===== src/rtl/ad9361_init_seq.sv =====
// ad9361_init_seq: table-driven AD9361 SPI register-write sequencer.
// Walks a synchronous command ROM (writes, us delays, end marker) while
// init_i is held high, and drives an external SPI master with req/ack.
// Ports: clk, rst (async, active-high), init_i level request,
//   done_o/busy_o/err_o status, rom_addr_o/rom_data_i command ROM,
//   spi_req_o/spi_rnw_o/spi_addr_o/spi_wdata_o/spi_ack_i/spi_rdata_i SPI master.
// Build option: define AD9361_INIT_READBACK_EN to read back and verify
//   every written register (mismatch -> err_o).
module ad9361_init_seq #(
   parameter int ROM_AW     = 6,
   parameter int CLK_PER_US = 40,
   parameter int DLY_W      = 16
) (
   input  logic              clk,
   input  logic              rst,
   input  logic              init_i,
   output logic              done_o,
   output logic              busy_o,
   output logic              err_o,
   output logic [ROM_AW-1:0] rom_addr_o,
   input  logic [31:0]       rom_data_i,
   output logic              spi_req_o,
   output logic              spi_rnw_o,
   output logic [9:0]        spi_addr_o,
   output logic [7:0]        spi_wdata_o,
   input  logic              spi_ack_i,
   input  logic [7:0]        spi_rdata_i
);

   localparam int PW = (CLK_PER_US > 1) ? $clog2(CLK_PER_US) : 1;
   localparam logic [PW-1:0] PRE_LAST = PW'(CLK_PER_US - 1);

   typedef enum logic [2:0] {
      S_IDLE,
      S_FETCH,
      S_DECODE,
      S_SPI_WR,
`ifdef AD9361_INIT_READBACK_EN
      S_SPI_RD,
`endif
      S_WAIT,
      S_DONE,
      S_ERR
   } state_e;

   state_e            state_q, state_d;
   logic [ROM_AW-1:0] ptr_q, ptr_d;
   logic [DLY_W-1:0]  us_q, us_d;
   logic [PW-1:0]     pre_q, pre_d;
   logic              req_q, req_d;
   logic [9:0]        addr_q, addr_d;
   logic [7:0]        wdata_q, wdata_d;
   logic              ptr_last;
   logic              do_adv;
   logic              spi_done;

`ifdef AD9361_INIT_READBACK_EN
   logic              rnw_q, rnw_d;
`endif

   assign ptr_last = (ptr_q == {ROM_AW{1'b1}});
   // An ack with no request outstanding is ignored.
   assign spi_done = req_q & spi_ack_i;

   always_comb begin
      state_d = state_q;
      ptr_d   = ptr_q;
      us_d    = us_q;
      pre_d   = pre_q;
      req_d   = req_q;
      addr_d  = addr_q;
      wdata_d = wdata_q;
`ifdef AD9361_INIT_READBACK_EN
      rnw_d   = rnw_q;
`endif
      do_adv  = 1'b0;

      unique case (state_q)
         S_IDLE: begin
            if (init_i) begin
               ptr_d   = '0;
               state_d = S_FETCH;
            end
         end
         S_FETCH: begin
            state_d = init_i ? S_DECODE : S_IDLE;
         end
         S_DECODE: begin
            if (!init_i) begin
               state_d = S_IDLE;
            end else if (rom_data_i[31]) begin
               state_d = S_DONE;
            end else if (rom_data_i[30]) begin
               us_d    = rom_data_i[DLY_W-1:0];
               pre_d   = '0;
               state_d = S_WAIT;
            end else begin
               addr_d  = rom_data_i[25:16];
               wdata_d = rom_data_i[7:0];
               req_d   = 1'b1;
`ifdef AD9361_INIT_READBACK_EN
               rnw_d   = 1'b0;
`endif
               state_d = S_SPI_WR;
            end
         end
         S_SPI_WR: begin
            // An in-flight transaction always runs to its ack.
            if (spi_done) begin
               req_d = 1'b0;
               if (!init_i) begin
                  state_d = S_IDLE;
               end else begin
`ifdef AD9361_INIT_READBACK_EN
                  req_d   = 1'b1;
                  rnw_d   = 1'b1;
                  state_d = S_SPI_RD;
`else
                  do_adv  = 1'b1;
`endif
               end
            end
         end
`ifdef AD9361_INIT_READBACK_EN
         S_SPI_RD: begin
            if (spi_done) begin
               req_d = 1'b0;
               rnw_d = 1'b0;
               if (!init_i) begin
                  state_d = S_IDLE;
               end else if (spi_rdata_i != wdata_q) begin
                  state_d = S_ERR;
               end else begin
                  do_adv  = 1'b1;
               end
            end
         end
`endif
         S_WAIT: begin
            // N us takes exactly N*CLK_PER_US cycles; 0 us takes one.
            if (!init_i) begin
               state_d = S_IDLE;
            end else if (us_q == '0) begin
               do_adv = 1'b1;
            end else if (pre_q == PRE_LAST) begin
               pre_d = '0;
               us_d  = us_q - DLY_W'(1);
               if (us_q == DLY_W'(1)) begin
                  do_adv = 1'b1;
               end
            end else begin
               pre_d = pre_q + PW'(1);
            end
         end
         S_DONE, S_ERR: begin
            if (!init_i) begin
               state_d = S_IDLE;
            end
         end
         default: begin
            state_d = S_IDLE;
         end
      endcase

      // Running off the end of the table without END is an error.
      if (do_adv) begin
         if (ptr_last) begin
            state_d = S_ERR;
         end else begin
            ptr_d   = ptr_q + ROM_AW'(1);
            state_d = S_FETCH;
         end
      end
   end

   always_ff @(posedge clk or posedge rst) begin
      if (rst) begin
         state_q <= S_IDLE;
         ptr_q   <= '0;
         us_q    <= '0;
         pre_q   <= '0;
         req_q   <= 1'b0;
         addr_q  <= '0;
         wdata_q <= '0;
`ifdef AD9361_INIT_READBACK_EN
         rnw_q   <= 1'b0;
`endif
      end else begin
         state_q <= state_d;
         ptr_q   <= ptr_d;
         us_q    <= us_d;
         pre_q   <= pre_d;
         req_q   <= req_d;
         addr_q  <= addr_d;
         wdata_q <= wdata_d;
`ifdef AD9361_INIT_READBACK_EN
         rnw_q   <= rnw_d;
`endif
      end
   end

   assign done_o      = (state_q == S_DONE);
   assign err_o       = (state_q == S_ERR);
   assign busy_o      = !((state_q == S_IDLE) ||
                          (state_q == S_DONE) ||
                          (state_q == S_ERR));
   assign rom_addr_o  = ptr_q;
   assign spi_req_o   = req_q;
   assign spi_addr_o  = addr_q;
   assign spi_wdata_o = wdata_q;

   // Command fields not used by every build are folded here.
   logic unused_in;
`ifdef AD9361_INIT_READBACK_EN
   assign spi_rnw_o = rnw_q;
   assign unused_in = ^rom_data_i;
`else
   assign spi_rnw_o = 1'b0;
   assign unused_in = ^{rom_data_i, spi_rdata_i};
`endif

endmodule


===== config.mk =====
export PLATFORM = sky130hd
export DESIGN_NAME = ad9361_init_seq
export DESIGN_NICKNAME = d
export VERILOG_FILES = /design/src/rtl/ad9361_init_seq.sv
export SDC_FILE = /design/constraint.sdc
export NUM_CORES = 1
export LEC_CHECK = 0
export CAP_MARGIN = 0
export CORE_UTILIZATION = 50
export DETAILED_ROUTE_END_ITERATION = 16
export DONT_BUFFER_PORTS = 1
export GPL_ROUTABILITY_DRIVEN = 0
export PLACE_DENSITY = 0.64
export REMOVE_ABC_BUFFERS = 1
export SKIP_LAST_GASP = 1
export SLEW_MARGIN = 10
export SYNTH_ARGS = -nofsm -noshare
export SYNTH_HDL_FRONTEND = slang
export SYNTH_SLANG_ARGS = --single-unit

===== constraint.sdc =====
create_clock -name clk -period 3.6 [get_ports clk]
set_input_delay 0.72 -clock clk [delete_from_list [all_inputs] [get_ports clk]]
set_output_delay 0.72 -clock clk [all_outputs]
set_load 0.005 [all_outputs]

==> flow_summary.yaml <==
clock_tree:
  cts_tree: "done"
  cts-hold-fix-buffers: 0
  cts.sinks: 50
  post_cts_buffers: 0
  cts_buffer_depth: 2
  cts_resized: 0
  root_buffer: "clkbuf_8"
  cts_buffers: 5
  clk_latency_ps: 300
  cts.clk_slew.worst_paths_ps: 90
  cts_max_level: 2
logic_synthesis:
  synth.distinct_cells: 54
  netlist_top_cells_area: "dfrtp_1 45%, mux2_2 7.3%, o21ai_0 5.0%, nand2_1 3.6%, a21oi_1 3.4%"
  synth_top_family_by_area: "simple AND/OR/NAND/NOR gates"
  synth_edf_count: 0
  synth-simple-area-share_pct: 20.91
  synth-xor-area-share_pct: 0.3147
  yosysSeqAreaShare_pct: 44.96
  yosys-top-cells-count: "50 x dfrtp_1, 28 x o21ai_0, 27 x nand2_1"
  synth-seq-cells: 50
  syn_area_um2: 2783
  synthAdderAreaFrac_pct: 2.248
  syn_inst: 291
  async_flop_share_pct: 100.0
  synth_top_cell_by_area: "dfrtp_1"
  ys.flop_type: "dfrtp_1"
  muxShareOfSynthArea_pct: 7.644
  synthMostInstantiatedCell: "dfrtp_1"
  avgSynthCellArea_um2: 9.562
  synth_compound_area_share_pct: 20.73
  synth_top_area_share_pct: 44.96
  yosysWarnings: 0
finish:
  instances_no_fill: 359
  drive_above_1_share_pct: 14.19
  diodes: 0
  final_core_utilization_pct: 56.74
  final_nets: 337
  areaGrowthSynthToFinish_pct: 6.790
floorplanning:
  row_count: 26
  initial_core_util_pct: 53.13
  coreArea_um2: 5238
  die_h_um: 76.60
  die_area_um2: 5868
  ios: 73
  die_w_um: 76.60
grt:
  grt_pass1_vias: 2116
  grt-ovfl-total: 0
  antenna_found_initial: 0
  grt_first_pass_wirelength_um: 9880
  grt.total_usage_pct: 20.95
  grt_max_degree: 51
routing:
  drc: 0
  post_drt_wl_per_cell_um: 15.61
  drt.antenna.violating_nets: 0
  dr.pass1.iters: 4
  viasPerCell: 6.006
  wl_um: 5603
  vias: 2156
  drt-initial-drc-count: 114
pwr:
  p_leak_nw: 1.264
  intPower_mw: 1.247
  peakVddDrop_mv: 0.4418
  comb_power_share_pct: 29.0
  p_seq_share_pct: 49.7
  powerDensity_nw_per_um2: 655.9
  pwr-share-clk_pct: 21.3
  p_sw_mw: 0.7015
  p_sw_share_pct: 35.99
place:
  dpl.hpwl_um: 3993
  placedCellCount: 351
  portBuffers: 0
  pre_cts_ws_ps: 818.9
timing:
  fin_ws_ps: 1066
  drv_slew: 0
  hold_viol: 0
  relSlewSlack_pct: 32.33
  fin_skew_ps: 10.64
  period_share_pct: 70.38
  layout_min_cycle_time_ps: 2534
  tightest_slew_ps: 1014
  tns_ps: 0
  max_freq_ghz: 0.3947
  rsz0062_at_grt: "no"
  setup_viol: 0
run:
  maxCapViolCount: 0
worst_setup_path:
  slowest_delay_ps: 540
  startpoint_type: "flip-flop"
  startpoint: "state_q[0]"
  r2r_end: "us_q[11]"
  crit_type: "reg -> reg"
  cp.arrival_ps: 2680
  cp-end-kind: "flip-flop"
  rrSetupSlack_ps: 1070
  path_cells: "or3b_2 > a21oi_1 > a311o_1 > a21oi_1 > a2bb2oi_1"
  crit_end: "us_q[11]"
  cp_slowest_cell: "or3b_2"
  crit_path_frequent_cell: "a21oi_1"
  required_ps: 3750
  r2r_cells: 5
  regToRegStartpoint: "state_q[0]"
  worstPathMaxFanout: 13
status:
  outcome: "complete, no violations"
worst_hold_path:
  hold_class: "reg -> reg"
==> placed cells by master (no fill, tap or decap), types with 5 or more instances in the layout <==
master / synthesis / layout
o211ai_1: 5 / 5
nor2b_1: 7 / 7
nor3_1: 6 / 6
a21oi_1: 19 / 19
ha_1: 5 / 5
inv_1: 9 / 8
o22ai_1: 6 / 6
mux2_2: 18 / 18
dfrtp_1: 50 / 50
nand3_1: 9 / 9
nor2_1: 21 / 21
clkbuf_8: 0 / 6
o21ai_0: 28 / 28
nand2_1: 27 / 27
==> layer usage <==
layer  wire, um  GRT usage (%)  part of all wire [%]  vias to the layer above
met5          0              0                     0                        -
met4         46          5.192                  0.82                        0
met3        331          4.790                   5.9                        5
met2       2510          33.15                    45                       61
met1       2715          29.05                    48                     1023
li1           -              -                     -                     1067
==> flip-flops by register name, summed over array words and instances (netlist names) <==
register     cells
rom_addr_o       6
spi_addr_o      10
us_q            16
pre_q            6
spi_req_o        1
spi_wdata_o      8
state_q          3
==> layout make-up <==
cell class / count / area (um2)
Multi-Input combinational cell: 220 / 1463
Timing Repair Buffer: 2 / 15.01
Clock inverter: 2 / 38.79
Tap cell: 70 / 87.58
Clock buffer: 6 / 82.58
Fill cell: 468 / 2266
Inverter: 9 / 33.78
Sequential cell: 50 / 1251
==> power groups by stage <==
stage	clock network (mW)	registers (mW)	logic [mW]
2_1_floorplan	0	0.919	0.463
3_3_place_gp	0	0.974	0.547
3_5_place_dp	0	0.982	0.561
4_1_cts	0.423	0.970	0.564
5_1_grt	0.448	1.01	0.650
6_report	0.415	0.970	0.565
==> how the worst min path moves through the flow <==
stage	start	end	slack, ps	cells past startpoint
after detailed placement	pre_q[5]	pre_q[5]	470	1
after global placement	pre_q[5]	pre_q[5]	470	1
after CTS	pre_q[5]	pre_q[5]	480	1
final	pre_q[5]	pre_q[5]	480	1
after global routing	pre_q[5]	pre_q[5]	530	1
after floorplan	pre_q[5]	pre_q[5]	440	1
==> through the flow <==
step	cell area (um2)	hold WS [ps]	power, mW
after floorplan	2731	438.9	1.382
after detailed placement	2839	469.3	1.543
after CTS	2960	483.8	1.957
after global routing	2972	527.5	2.105
after global placement	2839	468.5	1.521
final	2972	476.0	1.949
==> worst max-delay path, delay by kind of cell (launching register included) <==
family	cells	cell delay (ps)
AND/OR/NAND/NOR	1	540
flip-flops	1	530
AO/OA/AOI/OAI	4	1310
==> kinds of logic after synthesis <==
group / Yosys count
XOR/XNOR: 1
AO/OA/AOI/OAI: 90
flip-flops: 50
buffers and inverters: 21
other: 1
multiplexers: 19
adder cells (fa/ha/maj): 5
AND/OR/NAND/NOR: 104
(Power assumes the default switching activity.)
